==> src/rtl/cpu_datapath.sv <==
// cpu_datapath: PC, IR, accumulator, register file, ALU and z/c flags for the
// 8-bit accumulator CPU. Driven by the controller's per-cycle strobes and
// returns the current opcode and flags to it.
//
// Strobe semantics: every strobe is a single-cycle command sampled on the
// rising clk edge. There is no valid/ready handshake. A strobe that is high
// at an edge takes effect at that edge. All readers of fld/op see the IR
// value from before the edge.
module cpu_datapath #(
   parameter int DW   = 8,   // accumulator / register / ALU width (>= 4)
   parameter int PW   = 8,   // program counter width (>= 4)
   parameter int NREG = 16   // register-file depth (2..16)
)(
   input  logic          clk,
   input  logic          CLB,
   input  logic          LoadIR,
   input  logic          IncPC,
   input  logic          SelPC,
   input  logic          LoadPC,
   input  logic          LoadReg,
   input  logic          LoadAcc,
   input  logic [1:0]    SelAcc,
   input  logic [3:0]    SelALU,
   output logic [PW-1:0] imem_addr,
   input  logic [7:0]    imem_data,
   output logic [3:0]    op,
   output logic          z,
   output logic          c,
   output logic [DW-1:0] acc_out,
   output logic [PW-1:0] pc_out
);

   localparam int RI = (NREG > 1) ? $clog2(NREG) : 1;

   logic [PW-1:0] pc_q;
   logic [7:0]    ir_q;
   logic [DW-1:0] acc_q;
   logic          z_q;
   logic          c_q;
   logic [DW-1:0] rf_q [NREG];

   logic [3:0]    fld;
   logic [RI-1:0] ridx;
   logic [DW-1:0] rdat;
   logic [DW-1:0] alu_r;
   logic          alu_cout;
   logic [DW-1:0] acc_src;
   logic          acc_load;
   logic          jump_cond;
   logic [PW-1:0] jump_tgt;

   assign fld  = ir_q[3:0];
   assign ridx = fld[RI-1:0];
   assign rdat = rf_q[ridx];

   // ALU: combinational function of Acc and R[fld], selected by SelALU
   always_comb begin
      alu_r    = acc_q;
      alu_cout = 1'b0;
      case (SelALU)
         4'b0001: {alu_cout, alu_r} = {1'b0, acc_q} + {1'b0, rdat};
         4'b0010: begin
            alu_r    = acc_q - rdat;
            alu_cout = (acc_q < rdat);
         end
         4'b0011: alu_r = ~(acc_q | rdat);
         4'b1011: begin
            alu_r    = {acc_q[DW-2:0], 1'b0};
            alu_cout = acc_q[DW-1];
         end
         4'b1100: begin
            alu_r    = {1'b0, acc_q[DW-1:1]};
            alu_cout = acc_q[0];
         end
         default: ;
      endcase
   end

   // Accumulator source mux; SelAcc=01 is reserved and freezes Acc and flags
   always_comb begin
      acc_load = LoadAcc && (SelAcc != 2'b01);
      case (SelAcc)
         2'b10:   acc_src = rdat;
         2'b11:   acc_src = DW'(fld);
         default: acc_src = alu_r;
      endcase
   end

   // Jump condition from current opcode and pre-edge flags; target from fld or R[fld]
   always_comb begin
      case (ir_q[7:4])
         4'b0110, 4'b0111: jump_cond = z_q;
         4'b1000, 4'b1010: jump_cond = c_q;
         default:          jump_cond = 1'b1;
      endcase
      jump_tgt = SelPC ? PW'(rdat) : PW'(fld);
   end

   // PC, IR, accumulator and flag registers
   always_ff @(posedge clk or posedge CLB) begin
      if (CLB) begin
         pc_q  <= '0;
         ir_q  <= '0;
         acc_q <= '0;
         z_q   <= 1'b0;
         c_q   <= 1'b0;
      end else begin
         if (LoadPC && jump_cond) pc_q <= jump_tgt;
         else if (IncPC)          pc_q <= pc_q + 1'b1;
         if (LoadIR) ir_q <= imem_data;
         if (acc_load) begin
            acc_q <= acc_src;
            z_q   <= (acc_src == '0);
            if (SelAcc == 2'b00) c_q <= alu_cout;
         end
      end
   end

   // Register file write; stores the pre-edge accumulator
   always_ff @(posedge clk or posedge CLB) begin
      if (CLB) begin
         for (int i = 0; i < NREG; i++) rf_q[i] <= '0;
      end else if (LoadReg) begin
         rf_q[ridx] <= acc_q;
      end
   end

   assign imem_addr = pc_q;
   assign pc_out    = pc_q;
   assign op        = ir_q[7:4];
   assign z         = z_q;
   assign c         = c_q;
   assign acc_out   = acc_q;

endmodule

==> config.mk <==
export PLATFORM = sky130hd
export DESIGN_NAME = cpu_datapath
export DESIGN_NICKNAME = d
export VERILOG_FILES = /design/src/rtl/cpu_datapath.sv
export SDC_FILE = /design/constraint.sdc
export NUM_CORES = 1
export LEC_CHECK = 0
export CAP_MARGIN = 10
export CORE_MARGIN = 2
export CORE_UTILIZATION = 54
export CTS_BUF_LIST = sky130_fd_sc_hd__clkbuf_4 sky130_fd_sc_hd__clkbuf_8 sky130_fd_sc_hd__clkbuf_16
export DETAILED_ROUTE_END_ITERATION = 7
export PLACE_DENSITY = 0.82
export SLEW_MARGIN = 10
export SYNTH_ARGS = -nofsm -noshare
export SYNTH_HDL_FRONTEND = slang
export SYNTH_SLANG_ARGS = --single-unit
==> constraint.sdc <==
create_clock -name clk -period 4.77 [get_ports clk]
set_input_delay 0.954 -clock clk [delete_from_list [all_inputs] [get_ports clk]]
set_output_delay 0.954 -clock clk [all_outputs]
set_load 0.05 [all_outputs]
==> Word level (Yosys, flattened, before mapping) <==
Index checks and enable logic that the tools add are counted.
{ "op_classes": {"bitwise_logic": 3, "n_lt_le_gt_ge": 3, "eq_ne": 12, "mux": 13, "addsub": 3, "reduce_logical": 9} }
{ "op_table": {"columns": ["cell", "n"], "rows": [
  ["$bwmux W128", 1],
  ["$mux W8", 6],
  ["$pmux W8 S5", 1],
  ["$bmux W8 S4", 1],
  ["$demux W8 S4", 1],
  ["$eq A4 B4 Y1 const B", 4],
  ["$pmux W8 S2", 1],
  ["$add A8 B8 Y9", 1],
  ["$add A8 B1 Y8 const B", 1],
  ["$eq A4 B2 Y1 const B", 2],
  ["$eq A4 B3 Y1 const B", 2],
  ["$logic_not A8 Y1", 1],
  ["$lt A8 B8 Y1", 1],
  ["$not A8 Y8", 1],
  ["$or A8 B8 Y8", 1],
  ["$sub A8 B8 Y8", 1],
  ["$ge A5 B5 Y1 const B", 1],
  ["$lt A5 B1 Y1 const B", 1],
  ["$not A4 Y5", 1],
  ["$eq A2 B2 Y1 const B", 2],
  ["$eq A4 B1 Y1 const B", 1],
  ["$pmux W1 S4", 1],
  ["$reduce_or A2 Y1", 2],
  ["$logic_and A1 B1 Y1", 3],
  ["other kinds (5)", 5]
]} }
{ "word_totals": {"regBits": 154, "inputBits": 22, "word_cells": 64} }

==> Depth between registers and ports, before layout <==
Gate-level depths: netlist of run 1.
{ "logic_depth": {"word_depth": 9, "depth_mapped": 17, "depth_no_buf": 14} }

==> Worst setup path before layout of run 1 <==
Ideal clock, no wire load.
{ "synth_timing": {"path_kind": "register to register", "startpoint": "reg ir_q[1]", "endpoint": "reg z_q (netlist: z)", "t_required_ns": 4.703, "period_less_slack_ns": 3.879, "stages_incl_launch_ff": 15, "arrival_time_ns": 3.812, "slack_ns": 0.891, "path_cell_list": "dfrtp_1 -> buf_2 -> buf_2 -> mux4_2 -> nand2_1 -> o21ai_0 -> o21ai_0 -> ha_1 -> clkbuf_1 -> o41ai_1 -> o41ai_1 -> o21a_1 -> a311o_1 -> nor4_2 -> a22o_1"} }
{ "synth_between": {"elab_chain_len": 9, "word_cells_on_any_way": 11, "cone_classes": "2 x add/sub; 5 x mux; 3 x bitwise; 1 x reduce/logical"} }
{ "synth_lines": {"columns": ["element", "line", "source"], "rows": [
  ["start, declared", "36", "logic [7:0] ir_q;"],
  ["start signal, assigned", "110", "if (LoadIR) ir_q <= imem_data;"],
  ["branches (longest 7 deep; another with $sub A8 B8 Y8)", null, null],
  ["$pmux W8 S2 *", "82", "case (SelAcc)"],
  ["$logic_not A8 Y1 *", "113", "z_q <= (acc_src == '0);"],
  ["end signal, assigned", "113", null],
  ["end, declared", "38", "logic z_q;"]
]} }
Every way passes the cells marked *. The select of a mux whose other input is x is not followed.
A chain may end at the register's enable or synchronous reset.

==> Worst setup path after layout of run 1 <==
{ "layout_timing": {"startpoint": "reg ir_q[0]", "endpoint": "reg z_q (netlist: z)"} }
The elaborated chain is that of the path after synthesis.

==> metrics, run 1 <==
fin crit period 4.42 ns; Cells after Synth 744; Synth top area share 45.9%; Port Buf Inserts 51; startpoint types register; Slowest cell on crit path dfrtp_2; final setup violation count 0; Wirelength per Cell 22.3 µm; clock slew at reported path FFs 0.06 ns; clk_lat worst skew 0.42 ns; # diodes 0; MaxCap Viol Count 0; core area 15200 µm²; Nets 812; status completed; H-tree levels 4; Max VDD drop 0.000295 V; hold_buf cts 0; setup TNS 0 ns; Worst Setup End Kind register; post-route ant nets 0; Tot Pwr 5430 µW; layout cell share with drive strength beyond 1 22.2%; final worst-path cycle share 92.7%; Routed WL 21.4 mm; RSZ-0062 raised after global routing false; Mapped Area 8390 µm²; Reg2Reg Depth 14; Synth area leaders dfrtp_1, mux2_2, mux4_2; Post-synth EDFFs 0; CP max stage delay 0.89 ns; WP data arrival 4.78 ns; final hold violation count 0; largest net degree at the start of global routing 155; Vias 6106; Seq/Total Area, Yosys 45.9%; die area 16600 µm²; ys flop type dfrtp_1; FF+latch area 3850 µm²; CTS root buf clkbuf_16; area leader, netlist dfrtp_1; Post-route DRC 0; first-pass GRT wire length 34.5 mm; Setup Fix Bufs, Post-CTS 0; max-slew violations 0; FF+latch count, synth 154; # IOs 52; vias in the first global route 6237; critical path type register to register; Sinks on Clock Net 154; Setup WS pre-CTS 0.420 ns; post-synth cell types 71; first drt pass iteration count 5; initial antenna violation count 0; worst setup margin 0.348 ns; num rows 45; GRT overflow 0; Max Clock Skew 0.00783 ns; PwrDens 572 nW/µm²; leakage power total 0.00410 µW; Ys Warns 0; Syn Nets 794; hold path cells 2; width of the chip 129 µm; # fillers 1162; CTS tree done; CP required 5.13 ns; Vias/cell 6.37; CP max FO 27; Worst-Margin Slew 1.15 ns; commonest non-fill, non-tap cells in the layout dfrtp_1, mux2_2, nand2_1; Longest Clk Path Bufs 2; starting density of the core 55.2%; Placer Congestion 0.974; Gates resized, CTS repair 0; TritonCTS buffer count 17; syn_area_per_cell 11.3 µm²; drt initial violations 567; Post-DP HPWL 14.9 mm; fmax 226 MHz; ys async rst share 100%; Die H 129 µm; area grow syn2layout 13.2%; commonest non-fill, non-tap cell in the layout dfrtp_1; Cell Chain, Critical Path mux4_2, mux2i_1, nand2_1, o21a_1, inv_1, ha_1, inv_1, a21oi_1, o41ai_1, o41ai_1, o21a_1, a311o_1, nor4_2, a22o_1; relative max-transition margin 23.4%; HP Class register to register; GRT Util Overall 27.7%; area of the multi-input gates 4140 µm²
## path summary, 6_finish.rpt
| kind | start | to | slack [ns] |
|---|---|---|---|
| max | ir_q[0]$_DFFE_PP0P_ | z$_DFFE_PP0P_ | 0.35 |
| min | rf_q[111]$_DFFE_PP0P_ | rf_q[111]$_DFFE_PP0P_ | 0.48 |
| max reg2reg | ir_q[0]$_DFFE_PP0P_ | z$_DFFE_PP0P_ | 0.35 |
| min reg2reg | rf_q[111]$_DFFE_PP0P_ | rf_q[111]$_DFFE_PP0P_ | 0.48 |
| max in group asynchronous | CLB | ir_q[0]$_DFFE_PP0P_ | 3.06 |
| min in group asynchronous | CLB | rf_q[34]$_DFFE_PP0P_ | 1.13 |
## cells in the mapped netlist, types with 4 or more instances
cell / count
a211oi_1: 5
a21oi_1: 21
buf_2: 10
buf_4: 13
clkbuf_1: 34
dfrtp_1: 154
ha_1: 26
inv_1: 24
mux2_2: 93
mux2i_1: 10
mux4_2: 31
nand2_1: 85
nand2b_1: 8
nand3_1: 15
nand3b_1: 4
nor2_1: 35
nor2b_1: 9
o21ai_0: 68
o22ai_1: 6
xnor2_1: 4
xor2_1: 8
## critical path, delay by kind of cell (launching register included)
| kind | cells | cell delay, ns |
|---|---|---|
| mux | 2 | 0.81 |
| compound gates | 7 | 1.69 |
| buf+inv | 2 | 0.21 |
| simple gates | 2 | 0.44 |
| fa+ha+maj | 1 | 0.31 |
| flops | 1 | 0.89 |
## layer usage
metal  up-vias  wire [µm]  share of wire (%)  global-route usage [%]
met4         0        771                3.6                    12.3
met1      3125       9050                 42                    36.3
li1       2693          -                  -                       -
met2       235      10400                 49                    44.4
met5         -          0                  0                       0
met3        53       1180                5.5                    6.49
## power breakdown
group	leakage (µW)	total [µW]	internal [µW]	switching, µW
logic	0.00188	1900	890	1010
registers	0.00193	2190	1800	389
clock network	0.000287	1340	842	502
total	0.00410	5430	3530	1900
## sequential cells by signal, indices dropped and copies added, names as in the netlist
name,cells
rf_q,128
c,1
ir_q,8
z,1
imem_addr,8
acc_out,8
## cell families (layout without fill, tap and decap cells)
logic type               Yosys count  in the layout  synth area share (%)
AO/OA/AOI/OAI                    144            144                  10.6
XOR/XNOR                          12             12                  1.25
adder cells (fa/ha/maj)           28             28                  4.35
buffers and inverters             86            113                  4.77
flip-flops                       154            154                  45.9
multiplexers                     137            137                  22.8
AND/OR/NAND/NOR                  183            183                  10.3
## layout make-up
class / instances / area share, %
Timing Repair Buffer: 60 / 6.22
Sequential cell: 154 / 40.6
Clock inverter: 8 / 1.28
Tap cell: 188 / 2.48
Inverter: 25 / 1.03
Multi-Input combinational cell: 504 / 43.6
Clock buffer: 20 / 4.85
## through the flow
step           hold slack (ns)  util (%)  instances  cell area [µm²]
2_1_floorplan            0.442         -        744             8400
3_3_place_gp             0.457      58.7        931             8920
3_5_place_dp             0.469      58.7        931             8920
4_1_cts                  0.478      62.5        959             9500
5_1_grt                  0.506      62.5        959             9500
6_report                 0.475      62.5        959             9500
Power figures use the tool's default switching activity.
==> inputs of run 2 (changes only) <==
Settings changed: SKIP_CTS_REPAIR_TIMING set to 1.
==> results of run 2 <==
Final layout, timing and power as in run 1 (identical DEF).
